$ cat src/rtl/arcade_input_mapper.sv
// arcade_input_mapper: PS/2 keymap decode, HPS joystick merge, coin stretch,
// pause toggle and DIP capture for an arcade core, all in the clk_sys domain.
module arcade_input_mapper #(
  parameter int          NUM_PLAYERS  = 2,
  parameter int          JOY_W        = 10,
  parameter int          COIN_BIT     = 8,
  parameter int          PAUSE_BIT    = 9,
  parameter logic [15:0] COIN_CYCLES  = 16'd9600,
  parameter int          NUM_DIPS     = 8,
  parameter logic [7:0]  DIP_INDEX    = 8'd254,
  parameter logic [7:0]  KEYMAP_INDEX = 8'd253
) (
  input  logic                         clk,
  input  logic                         reset_n,
  input  logic [10:0]                  ps2_key,
  input  logic                         ioctl_wr,
  input  logic [7:0]                   ioctl_index,
  input  logic [24:0]                  ioctl_addr,
  input  logic [7:0]                   ioctl_data,
  input  logic [NUM_PLAYERS*JOY_W-1:0] joystick,
  output logic [NUM_PLAYERS*JOY_W-1:0] controls,
  output logic [NUM_DIPS*8-1:0]        dip,
  output logic                         pause,
  output logic                         busy,
  output logic                         overflow
);

  localparam int TOTAL = NUM_PLAYERS * JOY_W;
  localparam int IDX_W = (TOTAL > 1) ? $clog2(TOTAL) : 1;
  localparam logic [IDX_W-1:0] LAST_IDX = IDX_W'(TOTAL - 1);

  typedef enum logic {S_IDLE, S_SCAN} state_t;

  // Event bookkeeping: {pressed, ext, code}
  logic             r_old_tog;
  logic             r_primed;
  logic             w_event;
  logic [9:0]       w_ev_data;

  state_t           r_state, w_state_next;
  logic [IDX_W-1:0] r_idx, w_idx_next;
  logic [9:0]       r_cur, w_cur_next;
  logic             r_pend_valid, w_pend_valid_next;
  logic [9:0]       r_pend, w_pend_next;
  logic             r_overflow, w_overflow_next;
  logic             w_deq;

  logic [7:0]       r_km_code [TOTAL];
  logic             r_km_ext  [TOTAL];
  logic             r_key     [TOTAL];
  logic [TOTAL-1:0] w_key_vec;
  logic [TOTAL-1:0] w_raw;
  logic             w_km_wr;
  logic             w_dip_wr;

  logic [NUM_PLAYERS-1:0] w_pause_bits;
  logic                   w_pause_any;
  logic                   r_pause_prev;
  logic                   r_pause;

  logic [7:0] r_dip [NUM_DIPS];

  // The first edge after reset is not trusted: the toggle bit may already be set.
  assign w_event   = r_primed & (ps2_key[10] ^ r_old_tog);
  assign w_ev_data = ps2_key[9:0];
  assign w_km_wr   = ioctl_wr && (ioctl_index == KEYMAP_INDEX);
  assign w_dip_wr  = ioctl_wr && (ioctl_index == DIP_INDEX);

  // Track the PS/2 toggle bit and arm event detection after one cycle
  always_ff @(posedge clk or negedge reset_n) begin
    if (!reset_n) begin
      r_old_tog <= 1'b0;
      r_primed  <= 1'b0;
    end else begin
      r_old_tog <= ps2_key[10];
      r_primed  <= 1'b1;
    end
  end

  // Scan FSM and one-deep pending slot: state registers
  always_ff @(posedge clk or negedge reset_n) begin
    if (!reset_n) begin
      r_state      <= S_IDLE;
      r_idx        <= '0;
      r_cur        <= '0;
      r_pend_valid <= 1'b0;
      r_pend       <= '0;
      r_overflow   <= 1'b0;
    end else begin
      r_state      <= w_state_next;
      r_idx        <= w_idx_next;
      r_cur        <= w_cur_next;
      r_pend_valid <= w_pend_valid_next;
      r_pend       <= w_pend_next;
      r_overflow   <= w_overflow_next;
    end
  end

  // Scan FSM next state; pending slot is drained before a fresh event is taken
  always_comb begin
    w_state_next      = r_state;
    w_idx_next        = r_idx;
    w_cur_next        = r_cur;
    w_pend_valid_next = r_pend_valid;
    w_pend_next       = r_pend;
    w_overflow_next   = r_overflow;
    w_deq             = 1'b0;

    case (r_state)
      S_IDLE: begin
        if (r_pend_valid) begin
          w_cur_next   = r_pend;
          w_deq        = 1'b1;
          w_idx_next   = '0;
          w_state_next = S_SCAN;
        end else if (w_event) begin
          w_cur_next   = w_ev_data;
          w_idx_next   = '0;
          w_state_next = S_SCAN;
        end
      end
      S_SCAN: begin
        if (r_idx == LAST_IDX) begin
          if (r_pend_valid) begin
            // Chain straight into the queued event without an idle cycle
            w_cur_next = r_pend;
            w_deq      = 1'b1;
            w_idx_next = '0;
          end else begin
            w_state_next = S_IDLE;
          end
        end else begin
          w_idx_next = r_idx + IDX_W'(1);
        end
      end
      default: w_state_next = S_IDLE;
    endcase

    // An event not consumed directly goes to the pending slot, which may be
    // freed in this very cycle by a dequeue; otherwise it is lost.
    if (w_event && !(r_state == S_IDLE && !r_pend_valid)) begin
      if (!r_pend_valid || w_deq) begin
        w_pend_next       = w_ev_data;
        w_pend_valid_next = 1'b1;
      end else begin
        w_overflow_next = 1'b1;
      end
    end else if (w_deq) begin
      w_pend_valid_next = 1'b0;
    end
  end

  // Per-entry keymap storage and key state
  for (genvar gi = 0; gi < TOTAL; gi++) begin : g_entry
    logic w_hit;
    assign w_hit = (r_state == S_SCAN) && (r_idx == IDX_W'(gi)) &&
                   ({r_km_ext[gi], r_km_code[gi]} == r_cur[8:0]) &&
                   ({r_km_ext[gi], r_km_code[gi]} != 9'h000);
    assign w_key_vec[gi] = r_key[gi];

    // Keymap entry load from ioctl: even byte is the code, odd byte the ext flag
    always_ff @(posedge clk or negedge reset_n) begin
      if (!reset_n) begin
        r_km_code[gi] <= 8'h00;
        r_km_ext[gi]  <= 1'b0;
      end else if (w_km_wr) begin
        if (ioctl_addr == 25'(2 * gi))     r_km_code[gi] <= ioctl_data;
        if (ioctl_addr == 25'(2 * gi + 1)) r_km_ext[gi]  <= ioctl_data[0];
      end
    end

    // Key state follows the pressed flag of the scanned event on a match
    always_ff @(posedge clk or negedge reset_n) begin
      if (!reset_n)   r_key[gi] <= 1'b0;
      else if (w_hit) r_key[gi] <= r_cur[9];
    end
  end

  assign w_raw = w_key_vec | joystick;

  // Per-player output register and coin stretcher
  for (genvar gi = 0; gi < NUM_PLAYERS; gi++) begin : g_player
    logic             w_raw_coin;
    logic             r_coin_prev;
    logic [15:0]      r_coin_cnt;
    logic [JOY_W-1:0] w_ctrl_next;
    logic [JOY_W-1:0] r_ctrl;

    assign w_raw_coin       = w_raw[gi*JOY_W + COIN_BIT];
    assign w_pause_bits[gi] = w_raw[gi*JOY_W + PAUSE_BIT];

    // Coin counter reloads on every raw rising edge and runs down to zero
    always_ff @(posedge clk or negedge reset_n) begin
      if (!reset_n) begin
        r_coin_prev <= 1'b0;
        r_coin_cnt  <= 16'd0;
      end else begin
        r_coin_prev <= w_raw_coin;
        if (w_raw_coin && !r_coin_prev) r_coin_cnt <= COIN_CYCLES;
        else if (r_coin_cnt != 16'd0)   r_coin_cnt <= r_coin_cnt - 16'd1;
      end
    end

    // Raw controls with the coin bit held high while the counter runs
    always_comb begin
      w_ctrl_next           = w_raw[gi*JOY_W +: JOY_W];
      w_ctrl_next[COIN_BIT] = w_raw_coin | (r_coin_cnt != 16'd0);
    end

    // Register the merged player vector
    always_ff @(posedge clk or negedge reset_n) begin
      if (!reset_n) r_ctrl <= '0;
      else          r_ctrl <= w_ctrl_next;
    end

    assign controls[gi*JOY_W +: JOY_W] = r_ctrl;
  end

  assign w_pause_any = |w_pause_bits;

  // Pause flips on each rising edge of any player's pause request
  always_ff @(posedge clk or negedge reset_n) begin
    if (!reset_n) begin
      r_pause_prev <= 1'b0;
      r_pause      <= 1'b0;
    end else begin
      r_pause_prev <= w_pause_any;
      if (w_pause_any && !r_pause_prev) r_pause <= ~r_pause;
    end
  end

  // DIP byte capture; addresses beyond the last byte match no entry
  for (genvar gi = 0; gi < NUM_DIPS; gi++) begin : g_dip
    always_ff @(posedge clk or negedge reset_n) begin
      if (!reset_n)                                 r_dip[gi] <= 8'h00;
      else if (w_dip_wr && ioctl_addr == 25'(gi))   r_dip[gi] <= ioctl_data;
    end
    assign dip[gi*8 +: 8] = r_dip[gi];
  end

  assign pause    = r_pause;
  assign busy     = (r_state == S_SCAN);
  assign overflow = r_overflow;

endmodule

$ cat config.mk
export PLATFORM = sky130hd
export DESIGN_NAME = arcade_input_mapper
export DESIGN_NICKNAME = d
export VERILOG_FILES = /design/src/rtl/arcade_input_mapper.sv
export SDC_FILE = /design/constraint.sdc
export NUM_CORES = 1
export LEC_CHECK = 0
export ABC_AREA = 1
export CAP_MARGIN = 40
export CORE_MARGIN = 2
export CORE_UTILIZATION = 40
export CTS_CLUSTER_SIZE = 24
export DETAILED_ROUTE_END_ITERATION = 10
export PLACE_DENSITY_LB_ADDON = 0.2
export SLEW_MARGIN = 20
export SYNTH_ARGS = -nofsm -noshare
export SYNTH_HDL_FRONTEND = slang
export SYNTH_SLANG_ARGS = --single-unit
$ cat constraint.sdc
create_clock -name clk -period 2.2 [get_ports clk]
set_input_delay 0.33 -clock clk [delete_from_list [all_inputs] [get_ports clk]]
set_output_delay 0.33 -clock clk [all_outputs]
set_load 0.02 [all_outputs]
After elaboration in Yosys (flattened, before gate mapping)
Index checks and enable logic that the tools add are counted.
Widths: inputs -> output; s select.
Word-level totals
  output and inout bits: 87
  bits in latches: 0
  memories kept: 0
  bits in registers: 350
  ROM bits: 0
  RAM bits: 0
  word-level logic and storage cells: 358
Cells by class
  multiplexer cells: 24
  reductions and logical operators: 154
  equality and inequality tests: 85
  divide/modulo/power cells: 0
  bitwise logic cells: 8
  shift operators: 0
  order comparisons: 0
  multipliers: 0
  add/sub/neg operators: 3
Operator list (count)
  $eq 25x5->1 const B: 16
  $eq 25x4->1 const B: 8
  $eq 25x6->1 const B: 8
  $eq 9x9->1: 20
  $reduce_bool 9->1: 20
  $eq 25x3->1 const B: 4
  $reduce_and 2->1: 44
  $logic_and 1x1->1: 75
  $mux 16: 4
  $eq 25x2->1 const B: 2
  $eq 5x4->1 const B: 8
  $mux 10: 4
  $reduce_bool 16->1: 2
  $sub 16x1->16 const B: 2
  $eq 25x1->1 const B: 1
  $logic_not 25->1: 1
  $eq 5x3->1 const B: 4
  $eq 5x5->1 const B: 4
  $mux 5: 4
  $or 20x20->20: 1
  $pmux 10 s2: 1
  $eq 8x8->1 const B: 2
  $eq 5x2->1 const B: 2
  $pmux 5 s2: 1
  16 further kinds: 36

Depth between registers and ports, before layout
Gate-level depths: netlist of run 1.
  word-level depth: 6
  gate-level depth with buffers: 12
  gate-level depth less buffers: 12

Least setup slack after synthesis of run 1
Ideal clock, no wire load.
  kind: input to register
  start point: input port ioctl_addr[17]
  end point: register r_km_code[24] (netlist name)
  arrival time: 1.531 ns
  stages on the path: 8
  setup time: 0.117 ns
  data required time: 2.083 ns
  setup slack: 0.552 ns
  path through: or2_1 nor3_4 inv_2 buf_6 nor2_8 nand2_1 nand2_1 nand2_1
Between the ends
  cells in the longest elaborated chain, start to end: 2
Ends and longest elaborated chain
  start: declaration: line 18  | input logic [24:0] ioctl_addr,
  $eq 25x6->1: line 167  | if (ioctl_addr == 25'(2 * gi)) r_km_code[gi] <= ioctl_data;
  $reduce_and 2->1 (no line)
  end signal: indexed assignment: line 167
  end: declaration: line 48  | logic [7:0] r_km_code [TOTAL];
No other way between the ends.
A chain may end at the register's enable or synchronous reset.

Final worst setup path of run 1
  start point: register r_state, in the netlist busy
  end point: output port busy
RTL lines
  start: declaration: line 40  | state_t r_state, w_state_next;
  start signal: assignment: line 90  | r_state <= w_state_next;
  end: declaration: line 24  | output logic busy,
No word-level cell between the ends.

==> results by group, run 1 <==
Floorplan
  – Core Region: 46700 sq um
  – Initial Utilization: 40.7%
  – Die area: 49200 sq um
  – Row cnt: 79
  – Io pins: 162
  – Die H: 222 um
  – Die width: 222 um

Drt
  – Via count: 18030
  – Wl on met1: 27.3 mm
  – Number of remaining DRC errors: 0
  – Metal3 WL: 4.03 mm
  – Top sig layer: met4
  – Via-to-Cell Ratio: 5.18
  – Met2 WL: 27.4 mm
  – Final wirelength: 60.3 mm
  – ANT nets after route: 0
  – Pre-antenna DRT Iters: 5
  – Routed WL per cell: 17.3 um
  – Initial DRC count: 1445

Setup path
  – Slowest-stage cell, CP: clkdlybuf4s50_1
  – Critical path arrival: 1.70 ns
  – CP Cell Sequence: buf_4 > clkdlybuf4s50_1
  – Startpoint types: register
  – R2R depth: 9
  – WS Path Type: reg -> out
  – Worst-path maximum fanout: 9
  – CP max stage delay: 0.61 ns
  – Worst setup EP type: output port
  – CP required: 1.87 ns

Cells and area
  – Share of cells above drive strength 1: 9.43%
  – Fillcell total: 4498
  – Nets: 2925
  – Layout area overhead: 24.0%
  – Final Util: 50.5%
  – Most common cell after layout, fill and taps aside: nand2_1
  – Commonest cells after routing, fill and taps aside: nand2_1, dfrtp_1, nor2_1

Power
  – Switch Pwr: 7.41 mW
  – Sw Share: 36.1%
  – Peak VDD IR: 0.507 mV
  – Int Pwr: 13.1 mW
  – Pwr Density: 872 nW/um^2
  – Seq pwr share: 34.8%
  – Clock Power Share: 34.2%
  – Total Power: 20.5 mW
  – Comb pwr share: 30.9%
  – Pleak: 11.9 nW

Logic synthesis
  – Largest family of logic cells by synthesized area: simple AND/OR/NAND/NOR gates
  – Syn. warnings: 0
  – Post-synthesis compound-gate area fraction: 4.30%
  – Synthesized cell area: 19000 sq um
  – Cells after Synth: 2627
  – Mux share of post-synthesis cell area: 0%
  – Post-synth EDFFs: 0
  – Syn Area/Cell: 7.23 sq um
  – Register area share after synthesis: 46.1%
  – Synth unique cells: 37
  – Fraction of the mapped netlist area in adder cells: 0.461%
  – Async set-reset flop share out of synthesis: 100%
  – Simple-Gate Fraction of Synth Area: 37.9%
  – Post-Synthesis Net Count: 2709
  – Synth Flop Type: dfrtp_1
  – Flop and latch count out of synthesis: 350
  – Synthesized-area fraction occupied by xor and xnor cells: 3.55%

STA
  – Final Hold Vio Count: 0
  – Worst Tran Pin Value: 0.611 ns
  – RSZ-0062 raised after global routing: no
  – Final Setup Violations: 0
  – Setup Skew: 0.0180 ns
  – Final Max Slew Viols: 0
  – Period utilization: 92.4%
  – Fmax: 0.492 GHz
  – Max-slew headroom: 59.2%
  – Min Tclk post-route: 2.03 ns

Clock tree
  – TritonCTS sink count: 350
  – TritonCTS buffer count: 41
  – Worst-path clk slew: 0.06 ns
  – Postcts setup bufs: 0
  – CTS HTree Levels: 2
  – CTS tree: built
  – Worst-case clock buffer depth: 3
  – Clk_lat worst skew: 0.58 ns
  – Root Driver: clkbuf_16

GRT
  – GRT Util Overall: 24.8%
  – Antenna violations before repair: 1
  – GR Overflow Total: 0
  – Largest net degree at the start of global routing: 54
  – Number of global-route vias before repair: 17441
  – First-pass GRT wire length: 97.1 mm

Worst hold path
  – Hold path depth: 3
  – Worst min path class: in -> reg

Flow run
  – Max cap viols: 0

Placement
  – PortBufs: 161
  – Routability Congestion: 0.891
  – DP Wirelength: 40.6 mm

Status
  – Status: finished, final reports clean
==> path summary, 6_finish.rpt <==
| check | from | endpoint | slack, ns |
|---|---|---|---|
| setup / recovery | busy | busy | 0.17 |
| hold / removal | ioctl_data[0] | r_km_ext[18] | 0.22 |
| setup reg to reg | r_idx[0] | r_key[17] | 0.27 |
| hold reg to reg | r_key[6] | g_player[1].r_ctrl[3] | 0.47 |
| max in group asynchronous | reset_n | r_km_code[36] | 1.12 |
| min in group asynchronous | reset_n | g_player[1].r_ctrl[2] | 0.30 |
==> synthesized netlist by cell type, types with 4 or more instances <==
cell type / count / area [sq um]
nand2_1: 927 / 3480
dfrtp_1: 350 / 8760
nor2_1: 316 / 1190
nand3_1: 237 / 1190
inv_1: 227 / 852
o21ai_0: 128 / 641
nand4_1: 106 / 663
clkbuf_1: 57 / 214
xor2_1: 39 / 342
xnor2_1: 38 / 333
buf_2: 33 / 165
or2_2: 33 / 206
a21oi_1: 25 / 125
nor3_1: 21 / 105
buf_4: 17 / 128
buf_1: 11 / 41.3
nor2_2: 9 / 56.3
ha_1: 7 / 87.6
nor2_4: 7 / 78.8
nand3_2: 5 / 50.1
nand2_2: 4 / 25.0
o22ai_1: 4 / 25.0
==> metrics by stage <==
step | instances | setup WS (ns) | area (sq um) | hold WS (ns) | setup TNS (ns)
6_report | 3483 | 0.167 | 23600 | 0.220 | 0
3_3_place_gp | 3406 | -0.0645 | 22200 | 0.302 | -4.72
3_5_place_dp | 3406 | -0.0981 | 22200 | 0.303 | -6.45
2_1_floorplan | 2627 | 0.552 | 19000 | 0.0344 | 0
5_1_grt | 3482 | 0.0962 | 23500 | 0.227 | 0
4_1_cts | 3482 | 0.146 | 23500 | 0.194 | 0
==> per-layer routing <==
layer | vias to the layer above | track usage [%]
met5 | - | 0
met4 | 0 | 7.00
met3 | 109 | 4.44
met2 | 578 | 39.9
met1 | 8613 | 34.5
li1 | 8730 | -
==> worst max-delay path, delay by kind of cell, from the launching register on <==
| kind | cells | cell delay, ns |
|---|---|---|
| buf+inv | 2 | 0.79 |
| flops | 1 | 0.35 |
==> cell type report <==
cell class / count / area (sq um) / share of cell area (%)
diodes: 1 / 2.50 / 0.0106
clock buffers: 55 / 1180 / 5.00
clock inverters: 20 / 204 / 0.866
inverters: 229 / 860 / 3.65
multi-input cells: 1927 / 8800 / 37.4
flip-flops and latches: 350 / 8760 / 37.2
well taps: 607 / 759 / 3.22
repair buffers: 294 / 2990 / 12.7
==> flip-flops by register name, summed over array words and instances (netlist names), 2 cells and up <==
name                  cells
r_km_code               160
r_pend                   10
g_player.r_coin_cnt      32
r_key                    20
g_player.r_coin_prev      2
r_cur                    10
r_km_ext                 20
g_player.r_ctrl          20
dip                      64
r_idx                     5
==> cell families after synthesis <==
group	count (synthesis)
buffers and inverters	350
DFF	350
other	1
AOI/OAI and AO/OA	161
xor gates and xnor gates	77
adders and majority gates	7
and+or+nand+nor	1681
==> power groups by stage <==
stage	Combinational, mW	Sequential [mW]	Clock, mW
3_5_place_dp	6.32	7.25	0
4_1_cts	6.35	7.15	7.16
5_1_grt	7.02	7.20	7.41
2_1_floorplan	3.72	7.18	0
6_report	6.35	7.15	7.03
3_3_place_gp	6.21	7.24	0
==> timing repair <==
item,4_1_cts,5_1_grt
resized for setup,0,0
endpoints found under the hold margin,42,0
hold buffers,1,0
setup endpoints to repair,0,0
No activity file was read; power rests on OpenSTA's default activity.
==> run 2: changes to the inputs <==
Settings changed: CORE_MARGIN 2 to 1, HOLD_SLACK_MARGIN from default to 0.02.
==> run 2 against run 1 <==
Compared with the run above:
- the run now ends with design-rule violations left
- cell count rose by 0.20%
- sequential cell count did not move
- die area fell by 1.8%
- final area barely moved
- non-clock buffer count rose by 11
- fmax fell by 1.7%
- clock power barely moved
- first-iteration DRC count rose by 4.2%
- clock skew rose by 0.0065 ns
==> results by group, run 2 (synthesis gave the netlist of run 1 again) <==
Status
  – Status: finished with violations
  – Violated checks: design-rule violations

GRT
  – Antenna violations before repair: 1 (unchanged)
  – GR Overflow Total: 0 (unchanged)
  – Largest net degree at the start of global routing: 66 (+22%)
  – First-pass GRT wire length: 95.8 mm (-1.4%)
  – GRT Util Overall: 25.7% (+0.87 points)
  – Number of global-route vias before repair: 17468 (+0.15%)

Setup path
  – CP max stage delay: 0.62 ns (about the same)
  – CP required: 1.87 ns (about the same)
  – Critical path arrival: 1.74 ns (+0.04 ns)
  – Worst-path maximum fanout: 9 (unchanged)
  – Critical R2R Capture: g_player[1].r_coin_cnt[11]
  – Critical path launch point: busy
  – Worst setup EP type: output port
  – Worst R2R Start: g_player[1].r_coin_cnt[0]
  – Slowest-stage cell, CP: clkdlybuf4s50_1
  – WS Path Type: reg -> out
  – R2R depth: 8 (-1)
  – Startpoint types: register
  – CP Cell Sequence: buf_4 > clkdlybuf4s50_1
  – FF-to-FF setup slack: 0.26 ns (about the same)

Cells and area
  – Most common cell after layout, fill and taps aside: nand2_1
  – Register Area: 8760 sq um (unchanged)
  – Nets: 2936 (+0.38%)
  – Fillcell total: 4535 (+0.82%)
  – Layout area overhead: 24.1% (about the same)
  – ANT cells: 0 (-1)
  – Top reg by flops: r_km_code
  – Multi-input gate area: 8800 sq um (about the same)
  – Final Util: 50.5% (about the same)
  – Share of cells above drive strength 1: 9.54% (+0.11 points)
  – Final instance area: 23600 sq um (about the same)
  – Largest register FFs: 160 (unchanged)
  – Commonest cells after routing, fill and taps aside: nand2_1, dfrtp_1, nor2_1

Drt
  – Number of remaining DRC errors: 12 (+12)
  – Initial DRC count: 1505 (+4.2%)
  – ANT nets after route: 0 (unchanged)
  – Pre-antenna DRT Iters: 9 (+4)
  – Via count: 17939 (-0.50%)
  – Via-to-Cell Ratio: 5.14 (-0.70%)
  – Final wirelength: 60.5 mm (+0.36%)
  – Routed WL per cell: 17.3 um (+0.16%)

Clock tree
  – TritonCTS buffer count: 41 (unchanged)
  – Root Driver: clkbuf_16
  – CTS HTree Levels: 2 (unchanged)
  – CTS tree: built
  – TritonCTS sink count: 350 (unchanged)
  – Worst-path clk slew: 0.06 ns (about the same)
  – Clk_lat worst skew: 0.58 ns (about the same)
  – Worst-case clock buffer depth: 3 (unchanged)

Placement
  – Post-DP Area: 22200 sq um (+0.15%)
  – PortBufs: 161 (unchanged)
  – DP Wirelength: 40.2 mm (-1.1%)
  – Pre-CTS WS: -0.166 ns (-0.0675 ns)
  – Routability Congestion: 0.909 (+2.1%)

Floorplan
  – Row cnt: 79 (unchanged)
  – Core Region: 46700 sq um (unchanged)
  – Die area: 48300 sq um (-1.8%)
  – Die width: 220 um (-0.90%)
  – Die H: 220 um (-0.90%)
  – Io pins: 162 (unchanged)
  – Initial Utilization: 40.7% (unchanged)

Worst hold path
  – Worst hold path endpoint: r_km_code[136]
  – Hold_sp: ioctl_data[0]
  – Worst min path class: in -> reg
  – Hold path depth: 3 (unchanged)

STA
  – Setup slack after layout: 0.132 ns (-0.0344 ns)
  – RSZ-0062 raised after global routing: no
  – Period utilization: 94.0% (+1.6 points)
  – Setup TNS: 0 ns (unchanged)
  – Worst Tran Pin Value: 0.582 ns (-0.0285 ns)
  – Setup Skew: 0.0246 ns (+0.00654 ns)
  – Max-slew headroom: 61.1% (+1.9 points)
  – Fmax: 0.484 GHz (-1.7%)
  – Final Hold Vio Count: 0 (unchanged)
  – Final Setup Violations: 0 (unchanged)
  – Final Max Slew Viols: 0 (unchanged)
  – Min Tclk post-route: 2.07 ns (+0.0344 ns)

Power
  – Pleak: 12.0 nW (+0.29%)
  – Total Power: 20.5 mW (about the same)
  – Int Pwr: 13.2 mW (+0.69%)
  – Comb pwr share: 31.0% (about the same)
  – Peak VDD IR: 0.591 mV (+16%)
  – Switch Pwr: 7.33 mW (-1.1%)
  – Seq pwr share: 34.7% (about the same)
  – Sw Share: 35.7% (-0.42 points)
  – Pwr Density: 871 nW/um^2 (about the same)
  – Clock Power Share: 34.2% (about the same)

Flow run
  – Max cap viols: 0 (unchanged)
## run 2: cell types whose count changed in the layout (fill, tap and decap cells not counted)
cell / delta
clkinvlp_4: -3
buf_12: -4
nand2_1: -1
clkbuf_16: +2
nand2_2: +1
buf_4: +15
bufinv_16: +1
diode_2: -1
clkbuf_8: -4
clkbuf_1: +5
clkinv_4: -3
inv_6: -1
## run 2: worst max path at each step
stage | to | slack [ns] | cells after the start
2_1_floorplan | r_km_code[24] | 0.55 | 8
3_3_place_gp | dip[58] | -0.15 | 11
3_5_place_dp | dip[60] | -0.17 | 11
4_1_cts | r_pend[4] | 0.09 | 9
5_1_grt | g_player[1].r_coin_cnt[0] | 0.07 | 8
6_report | busy | 0.13 | 2
## run 2: layer usage
layer	GRT usage, %	wire length, um	vias up
li1	-	-	8746
met1	34.7	26800	8484
met2	40.5	27200	572
met3	5.07	4490	135
met4	9.93	2060	2
met5	0	13	-
## run 2: stage by stage
stage                     hold WS (ns)  std cells
after floorplan                 0.0344       2627
after global placement           0.245       3417
after detailed placement         0.249       3417
after CTS                        0.194       3490
after global routing             0.219       3490
final                            0.213       3490
## run 2: worst max-delay path: cells and delay by family (launching register included)
family	cells	cell delay [ns]
buf+inv	2	0.81
flops	1	0.37
## run 2: layout make-up
| type | count | share of cell area, % |
|---|---|---|
| multi-input combinational | 1927 | 37.4 |
| clock buffer | 58 | 5.06 |
| sequential | 350 | 37.2 |
| tap | 607 | 3.22 |
| timing repair buffer | 305 | 12.8 |
| clock inverter | 14 | 0.748 |
| inverter | 229 | 3.65 |
## run 2: power groups by stage
stage,sequential (mW),combinational [mW],clock [mW]
2_1_floorplan,7.18,3.72,0
3_3_place_gp,7.23,6.18,0
5_1_grt,7.18,7.00,7.44
3_5_place_dp,7.24,6.27,0
6_report,7.13,6.37,7.03
4_1_cts,7.13,6.32,7.18
## run 2: what timing repair did
action | 4_1_cts | 5_1_grt
resized for setup | 0 | 1
endpoints found under the setup margin | 0 | 11
setup buffers | 0 | 0
hold buffers | 1 | 0
hold endpoints to repair | 35 | 0
==> run 3: changes to the inputs <==
Settings changed: MAX_ROUTING_LAYER from default to met4, SETUP_SLACK_MARGIN from default to 0.4.
Clock period 2.2 ns to 1.9 ns, I/O delays scaled along.
==> run 3 against run 2 <==
Compared with the run above:
- non-clock buffer count grew 102
- final area grew 9.9%
- register-to-register slack is essentially flat
- worst setup slack gained 0.14 ns
- clock skew grew 0.0035 ns
- sequential cell count is the same
- worst hold slack gained 0.0065 ns
- global-route usage grew 1.6 points
- combinational power grew 57%
- the flow still finishes with violations (design-rule violations)
- first-iteration DRC count grew 9.3%
- die area is the same
==> results by group, run 3 (synthesis gave the netlist of run 1 again) <==
STA
  – Period utilization: 85.7%
  – RSZ-0062 raised after global routing: yes
  – Fmax: 0.614 GHz
  – Final Max Slew Viols: 0 (unchanged)
  – Min Tclk post-route: 1.63 ns
  – Final Hold Vio Count: 0 (unchanged)
  – Final Setup Violations: 0 (unchanged)
  – Worst hold margin: 0.219 ns (+0.00653 ns)
  – Setup Skew: 0.0281 ns (+0.00355 ns)

Setup path
  – Critical R2R Capture: r_idx[2]
  – CP bufs+invs: 3 (+1)
  – Slowest-stage cell, CP: dfrtp_1
  – Worst-path maximum fanout: 4 (-5)
  – CP required: 2.34 ns (+0.47 ns)
  – R2R depth: 10 (+2)
  – FF-to-FF setup slack: 0.27 ns (about the same)
  – Worst R2R Start: r_idx[1]
  – Critical path arrival: 2.07 ns (+0.33 ns)
  – Critical path launch point: r_idx[1]
  – Worst setup EP type: register
  – Startpoint types: register
  – CP max stage delay: 0.41 ns (-0.21 ns)
  – Kind of cell adding the most delay to the critical path: flip-flops
  – CP Cell Sequence: ha_2 > inv_2 > nor2_2 > nand2_1 > nand2_2 > buf_6 > buf_4 > nor2_4 > o21ai_2 > a21oi_1
  – WS Path Type: reg -> reg

Floorplan
  – Die H: 220 um (unchanged)
  – Initial Utilization: 40.7% (unchanged)
  – Die width: 220 um (unchanged)
  – Row cnt: 79 (unchanged)
  – Die area: 48300 sq um (unchanged)
  – Io pins: 162 (unchanged)
  – Core Region: 46700 sq um (unchanged)

Flow run
  – Max cap viols: 0 (unchanged)

Clock tree
  – Clk_lat worst skew: 0.58 ns (about the same)
  – Root Driver: clkbuf_16
  – TritonCTS buffer count: 43 (+4.9%)
  – Worst-path clk slew: 0.06 ns (about the same)
  – Worst-case clock buffer depth: 3 (unchanged)
  – CTS tree: built
  – TritonCTS sink count: 350 (unchanged)
  – CTS HTree Levels: 2 (unchanged)

Cells and area
  – Most common cell after layout, fill and taps aside: nand2_1
  – Top reg by flops: r_km_code
  – Layout area overhead: 36.4%
  – Nets: 3041 (+3.6%)
  – Largest register FFs: 160 (unchanged)
  – Non-filler instance count after layout: 3604 (+3.3%)
  – Share of cells above drive strength 1: 23.7% (+14 points)
  – Commonest cells after routing, fill and taps aside: nand2_1, dfrtp_1, nor2_1

Status
  – Status: finished with violations
  – Violated checks: design-rule violations

Power
  – Sw Share: 36.6% (+0.92 points)
  – Comb pwr share: 36.2% (+5.2 points)
  – Switch Pwr: 10.1 mW (+38%)
  – Peak VDD IR: 0.767 mV (+30%)
  – Seq pwr share: 30.5% (-4.2 points)
  – Clock Power Share: 33.3% (-0.9 points)
  – Pleak: 13.3 nW (+11%)
  – Pwr Density: 1060 nW/um^2 (+22%)
  – Int Pwr: 17.5 mW (+32%)

Drt
  – Initial DRC count: 1645 (+9.3%)
  – Via-to-Cell Ratio: 5.21 (+1.3%)
  – Metal3 WL: 4.77 mm (+6.4%)
  – ANT nets after route: 0 (unchanged)
  – Routed WL per cell: 18.2 um (+4.8%)
  – Via count: 18761 (+4.6%)
  – Wl on met1: 28.5 mm (+6.6%)
  – Pre-antenna DRT Iters: 8 (-1)
  – Top sig layer: met4
  – Number of remaining DRC errors: 12 (unchanged)
  – Final wirelength: 65.5 mm (+8.2%)
  – Met2 WL: 29.8 mm (+9.6%)

Placement
  – PortBufs: 161 (unchanged)
  – Routability Congestion: 0.899 (-1.1%)
  – DP Wirelength: 41.0 mm (+2.0%)
  – Placed insts: 3455 (+1.1%)

GRT
  – GR Overflow Total: 0 (unchanged)
  – Antenna violations before repair: 3 (+2)
  – Largest net degree at the start of global routing: 53 (-20%)
  – GRT Util Overall: 27.3% (+1.6 points)
  – Number of global-route vias before repair: 17593 (+0.72%)
  – First-pass GRT wire length: 98.4 mm (+2.7%)

Worst hold path
  – Worst min path class: in -> async
## run 3: cell types whose count changed in the layout (fill, tap and decap cells not counted), sizes merged, moves of 4 or more
cell / before / now
buf: 145 / 319
bufinv: 4 / 9
clkbuf: 58 / 65
clkdlybuf4s15: 0 / 7
clkdlybuf4s50: 159 / 50
clkinv: 9 / 13
clkinvlp: 1 / 5
dlymetal6s2s: 0 / 22
inv: 229 / 225
## run 3: final cells by class
cell class | count | area [sq um]
Sequential cell | 350 | 8760
Fill cell | 4281 | 20700
Tap cell | 607 | 759
Clock inverter | 23 | 362
Inverter | 229 | 890
Clock buffer | 57 | 1220
Antenna cell | 3 | 7.51
Multi-Input combinational cell | 1928 | 9910
Timing Repair Buffer | 407 | 3990
## run 3: worst reg2reg max path: stages, from the launching register on
cell and delay (ns):
dfrtp_1 0.41, ha_2 0.23, inv_2 0.05, nor2_2 0.12, nand2_1 0.07, nand2_2 0.10
buf_6 0.14, buf_4 0.13, nor2_4 0.04, o21ai_2 0.15, a21oi_1 0.07
## run 3: how the worst max path moves through the flow
stage	to	depth (start not counted)
finish	r_idx[2]	10
global route	r_idx[2]	10
CTS	r_key[5]	9
detailed placement	dip[62]	12
global placement	dip[61]	11
floorplan	r_pend[0]	11
## run 3: per-layer routing
metal	vias up	global-route usage, %
li1	8985	-
met1	8927	36.4
met2	699	42.2
met3	150	4.33
met4	0	9.26
met5	-	-
## run 3: power groups by stage
stage | Combinational, mW | Sequential, mW | Clock, mW
after global placement | 7.25 | 8.38 | 0
final | 9.98 | 8.41 | 9.18
after global routing | 10.6 | 8.47 | 9.62
after CTS | 8.37 | 8.29 | 9.33
after detailed placement | 7.40 | 8.39 | 0
after floorplan | 4.32 | 8.31 | 0
## run 3: per-stage QoR
stage               power, mW  TNS (ns)  utilization [%]  setup WS (ns)  area [sq um]
finish                   27.6         0             55.5          0.272         25900
global route             28.7         0             55.5          0.235         25900
CTS                      26.0         0             52.6          0.354         24500
detailed placement       15.8    -42.81             48.7         -0.310         22700
global placement         15.6    -43.69             48.7         -0.313         22700
floorplan                12.6         0                -          0.378         19100
## run 3: what timing repair did
item                                    4_1_cts  5_1_grt
pin swaps                                    66       76
endpoints found under the setup margin      206      316
resized for setup                           459      286
endpoints found under the hold margin        67        0
setup buffers                                22       25
hold buffers                                  1        0
cloned                                        5       13
